--- src/rtl/pow_pkg.sv ---
`default_nettype none
// ============================================================================
// Module      : pow_pkg
// Description : Shared definitions for the pow_fsmd_param exponentiation block.
//               Holds the controller state encodings and the overflow test
//               applied to the double-width products.
// Revision    : 1.0 - initial release
// ============================================================================
package pow_pkg;

    localparam logic [2:0] S_IDLE  = 3'b000;
    localparam logic [2:0] S_LOAD  = 3'b001;
    localparam logic [2:0] S_CHECK = 3'b010;
    localparam logic [2:0] S_EVEN  = 3'b011;
    localparam logic [2:0] S_ODD   = 3'b100;
    localparam logic [2:0] S_DONE  = 3'b101;

    typedef enum logic [2:0] {
        ST_IDLE  = S_IDLE,
        ST_LOAD  = S_LOAD,
        ST_CHECK = S_CHECK,
        ST_EVEN  = S_EVEN,
        ST_ODD   = S_ODD,
        ST_DONE  = S_DONE
    } state_t;

    // Widest result register the overflow helper supports.
    localparam int unsigned MAX_RES_W = 64;

    // True when any bit at or above position res_w of a product is set, i.e.
    // the product does not fit in the res_w-bit result register. Products
    // narrower than 2*MAX_RES_W are zero-extended by the caller.
    function automatic logic upper_nonzero(input logic [2*MAX_RES_W-1:0] prod,
                                           input int unsigned            res_w);
        logic hit;
        hit = 1'b0;
        for (int unsigned i = 0; i < 2*MAX_RES_W; i++) begin
            if (i >= res_w && prod[i]) begin
                hit = 1'b1;
            end
        end
        return hit;
    endfunction

endpackage
`default_nettype wire

--- src/rtl/pow_fsmd_param_if.sv ---
`default_nettype none
// ============================================================================
// Module      : pow_fsmd_param_if
// Description : Go/done handshake and operand/result bundle of pow_fsmd_param.
//   go_i     start request          abort_i  synchronous abort
//   base_i   base operand           exp_i    exponent
//   busy_o   operation in progress  done_o   one-cycle completion pulse
//   result_o registered result      ovf_o    overflow flag of last result
//   state_o  controller state (debug / LCD readout)
//   master : requester side, slave : pow_fsmd_param side
// Revision    : 1.0 - initial release
// ============================================================================
interface pow_fsmd_param_if #(
    parameter int unsigned BASE_W = 8,
    parameter int unsigned EXP_W  = 8,
    parameter int unsigned RES_W  = 16
);
    logic              go_i;
    logic              abort_i;
    logic [BASE_W-1:0] base_i;
    logic [EXP_W-1:0]  exp_i;
    logic              busy_o;
    logic              done_o;
    logic [RES_W-1:0]  result_o;
    logic              ovf_o;
    logic [2:0]        state_o;

    modport master (
        output go_i, abort_i, base_i, exp_i,
        input  busy_o, done_o, result_o, ovf_o, state_o
    );

    modport slave (
        input  go_i, abort_i, base_i, exp_i,
        output busy_o, done_o, result_o, ovf_o, state_o
    );
endinterface
`default_nettype wire

--- src/rtl/pow_datapath.sv ---
`default_nettype none
// ============================================================================
// Module      : pow_datapath
// Description : Square-and-multiply datapath: running square a, remaining
//               exponent n, accumulator acc and sticky overflow flag.
//   clk, rst      clock, asynchronous active-low reset
//   ld_op         latch base/exp into a/n
//   ld_init       acc <= 1, clear overflow
//   sel_sq        a <= a*a, n <= n>>1
//   sel_mul       acc <= acc*a (uses the pre-square a)
//   n_zero/n_lsb  exponent status for the controller
//   acc/ovf_int   running result and overflow flag
// Revision    : 1.0 - initial release
// ============================================================================
module pow_datapath
    import pow_pkg::*;
#(
    parameter int unsigned BASE_W = 8,
    parameter int unsigned EXP_W  = 8,
    parameter int unsigned RES_W  = 16
) (
    input  wire logic              clk,
    input  wire logic              rst,
    input  wire logic              ld_op,
    input  wire logic              ld_init,
    input  wire logic              sel_sq,
    input  wire logic              sel_mul,
    input  wire logic [BASE_W-1:0] base_in,
    input  wire logic [EXP_W-1:0]  exp_in,
    output logic                   n_zero,
    output logic                   n_lsb,
    output logic [RES_W-1:0]       acc,
    output logic                   ovf_int
);
    logic [RES_W-1:0]   a;
    logic [EXP_W-1:0]   n;
    logic [2*RES_W-1:0] sq;
    logic [2*RES_W-1:0] mul;
    logic               n_more;
    logic               sq_ovf;
    logic               mul_ovf;

    assign sq  = {{RES_W{1'b0}}, a}   * {{RES_W{1'b0}}, a};
    assign mul = {{RES_W{1'b0}}, acc} * {{RES_W{1'b0}}, a};

    assign n_zero = (n == '0);
    assign n_lsb  = n[0];
    assign n_more = ((n >> 1) != '0);

    // A square that is never consumed (last exponent bit) must not flag.
    assign sq_ovf  = upper_nonzero((2*MAX_RES_W)'(sq), RES_W) && n_more;
    assign mul_ovf = upper_nonzero((2*MAX_RES_W)'(mul), RES_W);

    always_ff @(posedge clk or negedge rst) begin
        if (!rst) begin
            a       <= '0;
            n       <= '0;
            acc     <= '0;
            ovf_int <= 1'b0;
        end else begin
            if (ld_op) begin
                a <= RES_W'(base_in);
                n <= exp_in;
            end
            if (ld_init) begin
                acc     <= RES_W'(1);
                ovf_int <= 1'b0;
            end
            if (sel_sq) begin
                a <= sq[RES_W-1:0];
                n <= n >> 1;
                if (sq_ovf) begin
                    ovf_int <= 1'b1;
                end
            end
            if (sel_mul) begin
                acc <= mul[RES_W-1:0];
                if (mul_ovf) begin
                    ovf_int <= 1'b1;
                end
            end
        end
    end
endmodule
`default_nettype wire

--- src/rtl/pow_fsmd_param.sv ---
`default_nettype none
// ============================================================================
// Module      : pow_fsmd_param
// Description : Parametrised base^exp engine (right-to-left square-and-
//               multiply) with go/done handshake, overflow flag, optional
//               saturation and synchronous abort.
//   clk   system clock, rising edge
//   rst   asynchronous, active-low reset
//   bus   pow_fsmd_param_if.slave: go/abort/operands in, busy/done/
//         result/ovf/state out
// Revision    : 1.0 - initial release
// ============================================================================
module pow_fsmd_param
    import pow_pkg::*;
#(
    parameter int unsigned BASE_W = 8,
    parameter int unsigned EXP_W  = 8,
    parameter int unsigned RES_W  = 16,
    parameter bit          SAT    = 1'b0
) (
    input  wire logic         clk,
    input  wire logic         rst,
    pow_fsmd_param_if.slave   bus
);
    state_t           state;
    logic             ld_op;
    logic             ld_init;
    logic             sel_sq;
    logic             sel_mul;
    logic             n_zero;
    logic             n_lsb;
    logic [RES_W-1:0] acc;
    logic             ovf_int;
    logic             aborting;

    // Abort only matters outside IDLE; there it overrides every strobe so the
    // datapath does not advance on the aborting edge.
    assign aborting = bus.abort_i && (state != ST_IDLE);
    assign ld_op    = (state == ST_IDLE) && bus.go_i;
    assign ld_init  = (state == ST_LOAD) && !aborting;
    assign sel_sq   = ((state == ST_EVEN) || (state == ST_ODD)) && !aborting;
    assign sel_mul  = (state == ST_ODD) && !aborting;

    assign bus.state_o = state;

    pow_datapath #(
        .BASE_W (BASE_W),
        .EXP_W  (EXP_W),
        .RES_W  (RES_W)
    ) u_datapath (
        .clk     (clk),
        .rst     (rst),
        .ld_op   (ld_op),
        .ld_init (ld_init),
        .sel_sq  (sel_sq),
        .sel_mul (sel_mul),
        .base_in (bus.base_i),
        .exp_in  (bus.exp_i),
        .n_zero  (n_zero),
        .n_lsb   (n_lsb),
        .acc     (acc),
        .ovf_int (ovf_int)
    );

    always_ff @(posedge clk or negedge rst) begin
        if (!rst) begin
            state        <= ST_IDLE;
            bus.busy_o   <= 1'b0;
            bus.done_o   <= 1'b0;
            bus.result_o <= '0;
            bus.ovf_o    <= 1'b0;
        end else begin
            bus.done_o <= 1'b0;
            if (aborting) begin
                state      <= ST_IDLE;
                bus.busy_o <= 1'b0;
            end else begin
                case (state)
                    ST_IDLE: begin
                        if (bus.go_i) begin
                            state      <= ST_LOAD;
                            bus.busy_o <= 1'b1;
                        end
                    end
                    ST_LOAD:  state <= ST_CHECK;
                    ST_CHECK: begin
                        if (n_zero)      state <= ST_DONE;
                        else if (!n_lsb) state <= ST_EVEN;
                        else             state <= ST_ODD;
                    end
                    ST_EVEN:  state <= ST_CHECK;
                    ST_ODD:   state <= ST_CHECK;
                    ST_DONE: begin
                        state        <= ST_IDLE;
                        bus.busy_o   <= 1'b0;
                        bus.done_o   <= 1'b1;
                        bus.result_o <= (SAT && ovf_int) ? '1 : acc;
                        bus.ovf_o    <= ovf_int;
                    end
                    default: begin
                        state      <= ST_IDLE;
                        bus.busy_o <= 1'b0;
                    end
                endcase
            end
        end
    end
endmodule
`default_nettype wire

--- src/flat_wrapper.sv ---
// flat-port wrapper written by rule: the top's interface ports become plain ports
module pow_fsmd_param_flat import pow_pkg::*;
#(
    parameter int unsigned BASE_W = 8,
    parameter int unsigned EXP_W  = 8,
    parameter int unsigned RES_W  = 16,
    parameter bit          SAT    = 1'b0
)
  (clk, rst, bus_go_i, bus_abort_i, bus_base_i, bus_exp_i, bus_busy_o, bus_done_o, bus_result_o, bus_ovf_o, bus_state_o);
  pow_fsmd_param_if #(.BASE_W(BASE_W), .EXP_W(EXP_W), .RES_W(RES_W)) bus_i ();
  input  wire logic clk;
  input  wire logic rst;
  input wire logic [$bits(bus_i.go_i)-1:0] bus_go_i;
  input wire logic [$bits(bus_i.abort_i)-1:0] bus_abort_i;
  input wire logic [$bits(bus_i.base_i)-1:0] bus_base_i;
  input wire logic [$bits(bus_i.exp_i)-1:0] bus_exp_i;
  output wire logic [$bits(bus_i.busy_o)-1:0] bus_busy_o;
  output wire logic [$bits(bus_i.done_o)-1:0] bus_done_o;
  output wire logic [$bits(bus_i.result_o)-1:0] bus_result_o;
  output wire logic [$bits(bus_i.ovf_o)-1:0] bus_ovf_o;
  output wire logic [$bits(bus_i.state_o)-1:0] bus_state_o;
  assign bus_i.go_i = bus_go_i;
  assign bus_i.abort_i = bus_abort_i;
  assign bus_i.base_i = bus_base_i;
  assign bus_i.exp_i = bus_exp_i;
  assign bus_busy_o = bus_i.busy_o;
  assign bus_done_o = bus_i.done_o;
  assign bus_result_o = bus_i.result_o;
  assign bus_ovf_o = bus_i.ovf_o;
  assign bus_state_o = bus_i.state_o;
  pow_fsmd_param #(.BASE_W(BASE_W), .EXP_W(EXP_W), .RES_W(RES_W), .SAT(SAT)) u_core (.clk(clk), .rst(rst), .bus(bus_i));
endmodule
--- config.mk ---
export PLATFORM = sky130hd
export DESIGN_NAME = pow_fsmd_param_flat
export DESIGN_NICKNAME = d
export VERILOG_FILES = /design/src/rtl/pow_pkg.sv /design/src/rtl/pow_fsmd_param_if.sv /design/src/rtl/pow_datapath.sv /design/src/rtl/pow_fsmd_param.sv /design/src/flat_wrapper.sv
export SDC_FILE = /design/constraint.sdc
export NUM_CORES = 1
export LEC_CHECK = 0
export ABC_AREA = 1
export CAP_MARGIN = 10
export CORE_UTILIZATION = 50
export CTS_BUF_LIST = sky130_fd_sc_hd__clkbuf_16
export CTS_CLUSTER_DIAMETER = 150
export DETAILED_ROUTE_END_ITERATION = 8
export HOLD_SLACK_MARGIN = 0.15
export PLACE_DENSITY = 0.74
export SLEW_MARGIN = 20
export SYNTH_ARGS = -nofsm -noshare
export SYNTH_HDL_FRONTEND = slang
export SYNTH_SLANG_ARGS = --single-unit
--- constraint.sdc ---
create_clock -name clk -period 7.15 [get_ports clk]
set_input_delay 1.43 -clock clk [delete_from_list [all_inputs] [get_ports clk]]
set_output_delay 1.43 -clock clk [all_outputs]
set_load 0.05 [all_outputs]
==> Implementation_results.wiki, run 1 <==
{| class="wikitable"
! Metric !! Value
|-
| Total length of routed wires || 49.4 mm
|-
| Top cell type by total area after synthesis || sky130_fd_sc_hd__fa_1
|-
| Synth unique cells || 47
|-
| Number of enable-type register cells in the synthesized netlist || 0
|-
| Total gr overflow || 0
|-
| Worst Skew || 0.00924 ns
|-
| Via count of the first global-routing pass || 17682
|-
| Cell chosen for the clock root || sky130_fd_sc_hd__clkbuf_16
|-
| Floorplan die height || 202 um
|-
| Total of endpoints with negative setup slack in the final report || 0
|-
| Transition at the pin with the smallest max-transition slack || 0.957 ns
|-
| Post CTS Setup Buffer Count || 0
|-
| TritonCTS clock tree || built
|-
| Nets || 3299
|-
| Clock H-tree levels || 3
|-
| Number of cell rows || 72
|-
| Largest net degree at the start of global routing || 64
|-
| Number of placed instances with taps included || 3227
|-
| Critical path data arrival time || 6.89 ns
|-
| Ratio of final minimum period to clock period || 93.1%
|-
| Status || completed
|-
| Crit-path slowest cell || sky130_fd_sc_hd__dfrtp_1
|-
| Gate Count Post-Synth || 2718
|-
| Fraction of power consumed by the clock network || 4.8%
|-
| Post-synthesis net count || 3297
|-
| Floorplan die width || 202 um
|-
| Element type at the critical path start || flip-flop
|-
| Initial core utilization || 51.2%
|-
| Die area || 0.0406 mm2
|-
| Syn Std Cell Area || 0.0199 mm2
|-
| Ports || 42
|-
| Average wire length per cell after detail routing || 15.2 um
|-
| Number of warnings reported in the yosys synthesis log || 0
|-
| Maximum root-to-sink buffer count || 2
|-
| Kind of cell with the highest combined delay on the critical path || adder cells
|-
| Finished Core Util || 54.6%
|-
| Fraction of layout cells with a size suffix above 1 || 3.67%
|-
| Final-layout fill cell count || 3714
|-
| Clock sinks || 63
|-
| Cell leakage power || 12.9 nW
|-
| Most used DFF post-synth || sky130_fd_sc_hd__dfrtp_1
|-
| Flop and latch count out of synthesis || 63
|-
| Crit-path max cell delay || 0.92 ns
|-
| Combined global-route utilization of all metal layers || 25.9%
|-
| Combinational share of power || 86.2%
|-
| Drt initial violations || 979
|-
| Setup repair after global routing missed its margin || no
|-
| Synth top area share || 36.0%
|-
| HPWL after detailed placement || 41.5 mm
|-
| Inserted Clock Buffers || 9
|-
| Post-route antenna net violation count || 0
|-
| Share of flip-flops with an asynchronous set or reset after synthesis || 100%
|-
| Cell occurring most often along the worst timing path || sky130_fd_sc_hd__fa_1
|-
| Fmax || 150 MHz
|-
| Worst-path clk slew || 0.06 ns
|-
| Finished layout cell area || 0.0212 mm2
|-
| Total negative slack for setup checks || 0 ns
|-
| Cell Area, Placed || 0.0210 mm2
|-
| Category of the most critical setup path || reg -> reg
|-
| Internal power consumption || 3.43 mW
|-
| Global-route wire length before repair || 85.1 mm
|-
| Class of the tightest hold or removal check || reg -> reg
|-
| Worst Hold Margin || 0.478 ns
|-
| Max-slew violation count || 0
|-
| CP max FO || 22
|-
| Final-report hold violation count || 0
|-
| Post-cts sizing count || 0
|-
| Element type at the critical path end || flip-flop
|-
| Cells taking the most area after synthesis || sky130_fd_sc_hd__fa_1 36%, sky130_fd_sc_hd__inv_1 17%, sky130_fd_sc_hd__nand2_1 13%, sky130_fd_sc_hd__ha_1 13%, sky130_fd_sc_hd__dfrtp_1 7.9%
|-
| Required time at the worst-slack endpoint || 7.38 ns
|-
| Antenna violations before repair || 0
|-
| Number of diodes || 0
|-
| Clock latency of the later-clocked register in the worst-skew pair || 0.35 ns
|-
| Area growth from synthesis to layout || 6.67%
|-
| Number of standard cells in the layout, taps in and fillers out || 3243
|-
| Cts-stage hold buffer count || 0
|-
| Routability-driven placement congestion ratio || 0.946
|-
| Post-route minimum period || 6.66 ns
|-
| Switching power of the nets || 5.30 mW
|-
| Port Buffers || 41
|-
| Share of synthesized area occupied by flip-flops and latches || 7.92%
|-
| DR vias || 16314
|-
| CORE AREA || 0.0389 mm2
|-
| Number of DRC violations after detailed routing || 0
|-
| Peak supply drop || 428 uV
|-
| Worst Path Buf+Inv || 6
|-
| Count of maximum capacitance violations || 0
|-
| Mean number of vias per cell || 5.03
|-
| Max-Slew Margin vs Limit || 36.2%
|-
| Register share of total power || 9.0%
|-
| Net switching fraction of the power || 60.7%
|-
| Average cell area after synthesis || 7.32 um2
|-
| First-pass detailed-route iteration total || 5
|-
| Power density relative to cell area || 411 mW/mm2
|}
power groups by stage:
| stage | logic [mW] | clock network (mW) | registers, mW |
|---|---|---|---|
| finish | 7.52 | 0.416 | 0.789 |
| global route | 8.61 | 0.434 | 0.803 |
| CTS | 7.52 | 0.418 | 0.779 |
| detailed placement | 7.43 | 0 | 0.784 |
| global placement | 7.24 | 0 | 0.777 |
| floorplan | 5.60 | 0 | 0.650 |
flip-flops by register name (all words and copies together) (netlist names):
register                   cells
u_core.bus.done_o              1
u_core.u_datapath.acc         16
u_core.bus.ovf_o               1
u_core.bus.result_o           16
u_core.bus.busy_o              1
u_core.u_datapath.a           16
u_core.u_datapath.n            8
u_core.u_datapath.ovf_int      1
u_core.bus.state_o             3
Yosys cell counts, types with 2 or more instances:
cell type                    n
sky130_fd_sc_hd__ha_1      201
sky130_fd_sc_hd__nor3_2      3
sky130_fd_sc_hd__nand2_2    11
sky130_fd_sc_hd__nand3_1    60
sky130_fd_sc_hd__o21ai_0    50
sky130_fd_sc_hd__xnor2_1    14
sky130_fd_sc_hd__clkinv_1    2
sky130_fd_sc_hd__nand2_1   699
sky130_fd_sc_hd__a31oi_1     3
sky130_fd_sc_hd__xor2_1     16
sky130_fd_sc_hd__o22ai_1    15
sky130_fd_sc_hd__inv_2       8
sky130_fd_sc_hd__or2_2       3
sky130_fd_sc_hd__clkbuf_1   91
sky130_fd_sc_hd__nor2_1     92
sky130_fd_sc_hd__nand4_1    25
sky130_fd_sc_hd__inv_1     876
sky130_fd_sc_hd__fa_1      358
sky130_fd_sc_hd__nor3_1      7
sky130_fd_sc_hd__o211a_1     2
sky130_fd_sc_hd__o21bai_1   13
sky130_fd_sc_hd__o211ai_1    8
sky130_fd_sc_hd__nand3b_1    4
sky130_fd_sc_hd__a21o_1      3
sky130_fd_sc_hd__o21ai_1     4
sky130_fd_sc_hd__a21oi_1    56
sky130_fd_sc_hd__dfrtp_1    63
sky130_fd_sc_hd__a32o_1      2
sky130_fd_sc_hd__nand3_2     4
sky130_fd_sc_hd__a21oi_2     3
sky130_fd_sc_hd__nor2_2      4
sky130_fd_sc_hd__o21ai_2     3
logic make-up after synthesis:
kind of cell               share of synthesized area, %
buffers and inverters                              18.5
adders and majority gates                          48.6
AOI/OAI and AO/OA                                  4.98
DFF                                                7.92
and+or+nand+nor                                    18.7
xor gates and xnor gates                           1.32
tightest hold or removal path, stage by stage, from the launching register on:
cell                      delay [ns]
sky130_fd_sc_hd__dfrtp_1        0.34
sky130_fd_sc_hd__nand2_1        0.05
sky130_fd_sc_hd__nand2_1        0.05
layout by cell type (no fill, tap or decap), types with 3 or more instances in the layout:
| cell type | instances |
|---|---|
| sky130_fd_sc_hd__nand3_1 | 60 |
| sky130_fd_sc_hd__inv_1 | 876 |
| sky130_fd_sc_hd__inv_2 | 8 |
| sky130_fd_sc_hd__a31oi_1 | 3 |
| sky130_fd_sc_hd__clkdlybuf4s50_1 | 40 |
| sky130_fd_sc_hd__a21oi_2 | 3 |
| sky130_fd_sc_hd__nand2_1 | 699 |
| sky130_fd_sc_hd__nand2_2 | 11 |
| sky130_fd_sc_hd__o21ai_1 | 4 |
| sky130_fd_sc_hd__nand3b_1 | 4 |
| sky130_fd_sc_hd__nor3_1 | 7 |
| sky130_fd_sc_hd__o22ai_1 | 15 |
| sky130_fd_sc_hd__nand4_1 | 25 |
| sky130_fd_sc_hd__buf_12 | 3 |
| sky130_fd_sc_hd__or2_2 | 3 |
| sky130_fd_sc_hd__a21o_1 | 3 |
| sky130_fd_sc_hd__nor3_2 | 3 |
| sky130_fd_sc_hd__xnor2_1 | 14 |
| sky130_fd_sc_hd__a21oi_1 | 56 |
| sky130_fd_sc_hd__nand3_2 | 4 |
| sky130_fd_sc_hd__ha_1 | 201 |
| sky130_fd_sc_hd__buf_4 | 40 |
| sky130_fd_sc_hd__fa_1 | 358 |
| sky130_fd_sc_hd__dfrtp_1 | 63 |
| sky130_fd_sc_hd__clkinvlp_4 | 3 |
| sky130_fd_sc_hd__nor2_2 | 4 |
| sky130_fd_sc_hd__clkinv_1 | 4 |
| sky130_fd_sc_hd__o211ai_1 | 8 |
| sky130_fd_sc_hd__clkbuf_16 | 9 |
| sky130_fd_sc_hd__xor2_1 | 16 |
| sky130_fd_sc_hd__o21bai_1 | 13 |
| sky130_fd_sc_hd__o21ai_0 | 50 |
| sky130_fd_sc_hd__nor2_1 | 92 |
| sky130_fd_sc_hd__o21ai_2 | 3 |
worst paths after layout:
kind,startpoint,endpoint,slack (ns),cells after the start
min reg2reg,u_core.bus.result_o[0],u_core.bus.result_o[0],0.48,2
min,u_core.bus.result_o[0],u_core.bus.result_o[0],0.48,2
max in group asynchronous,rst,u_core.bus.result_o[12],5.19,2
max reg2reg,u_core.u_datapath.a[1],u_core.u_datapath.ovf_int,0.49,27
min in group asynchronous,rst,u_core.u_datapath.acc[8],1.25,2
max,u_core.u_datapath.a[1],u_core.u_datapath.ovf_int,0.49,27
routing by layer:
metal  up-vias  GRT usage [%]  wire [um]
met5         -              0          0
met4         0           8.52       1440
met3       117           2.70       2500
met2       501           44.4      24000
met1      7931           34.1      21400
li1       7765              -          -
per-stage QoR:
step	worst slack [ns]	total power, mW
3_5_place_dp	0.518	8.22
5_1_grt	0.169	9.85
6_report	0.490	8.72
4_1_cts	0.517	8.71
2_1_floorplan	1.26	6.25
3_3_place_gp	0.605	8.02
layout make-up:
type,count,area [um2],area share (%)
Clock buffer,9,225,1.06
Clock inverter,7,40.0,0.189
Inverter,886,3330,15.7
Multi-Input combinational cell,1676,14700,69.0
Sequential cell,63,1580,7.42
Tap cell,518,648,3.05
Timing Repair Buffer,84,766,3.61
No activity file was read; power rests on OpenSTA's default activity.
==> run 2: changes to the inputs <==
--- a/config.mk
+++ b/config.mk
@@ -10,6 +10,7 @@
 export CORE_UTILIZATION = 50
 export CTS_BUF_LIST = sky130_fd_sc_hd__clkbuf_16
 export CTS_CLUSTER_DIAMETER = 150
+export CTS_CLUSTER_SIZE = 12
 export DETAILED_ROUTE_END_ITERATION = 8
 export HOLD_SLACK_MARGIN = 0.15
 export PLACE_DENSITY = 0.74
==> results of run 2 <==
No change in the layout: final DEF, timing and power equal those of run 1.
==> run 3: changes to the inputs <==
--- a/config.mk
+++ b/config.mk
@@ -14,7 +14,6 @@
 export DETAILED_ROUTE_END_ITERATION = 8
 export HOLD_SLACK_MARGIN = 0.15
 export PLACE_DENSITY = 0.74
-export SLEW_MARGIN = 20
 export SYNTH_ARGS = -nofsm -noshare
 export SYNTH_HDL_FRONTEND = slang
 export SYNTH_SLANG_ARGS = --single-unit
==> results of run 3 <==
No change in the layout: final DEF, timing and power equal those of run 1.
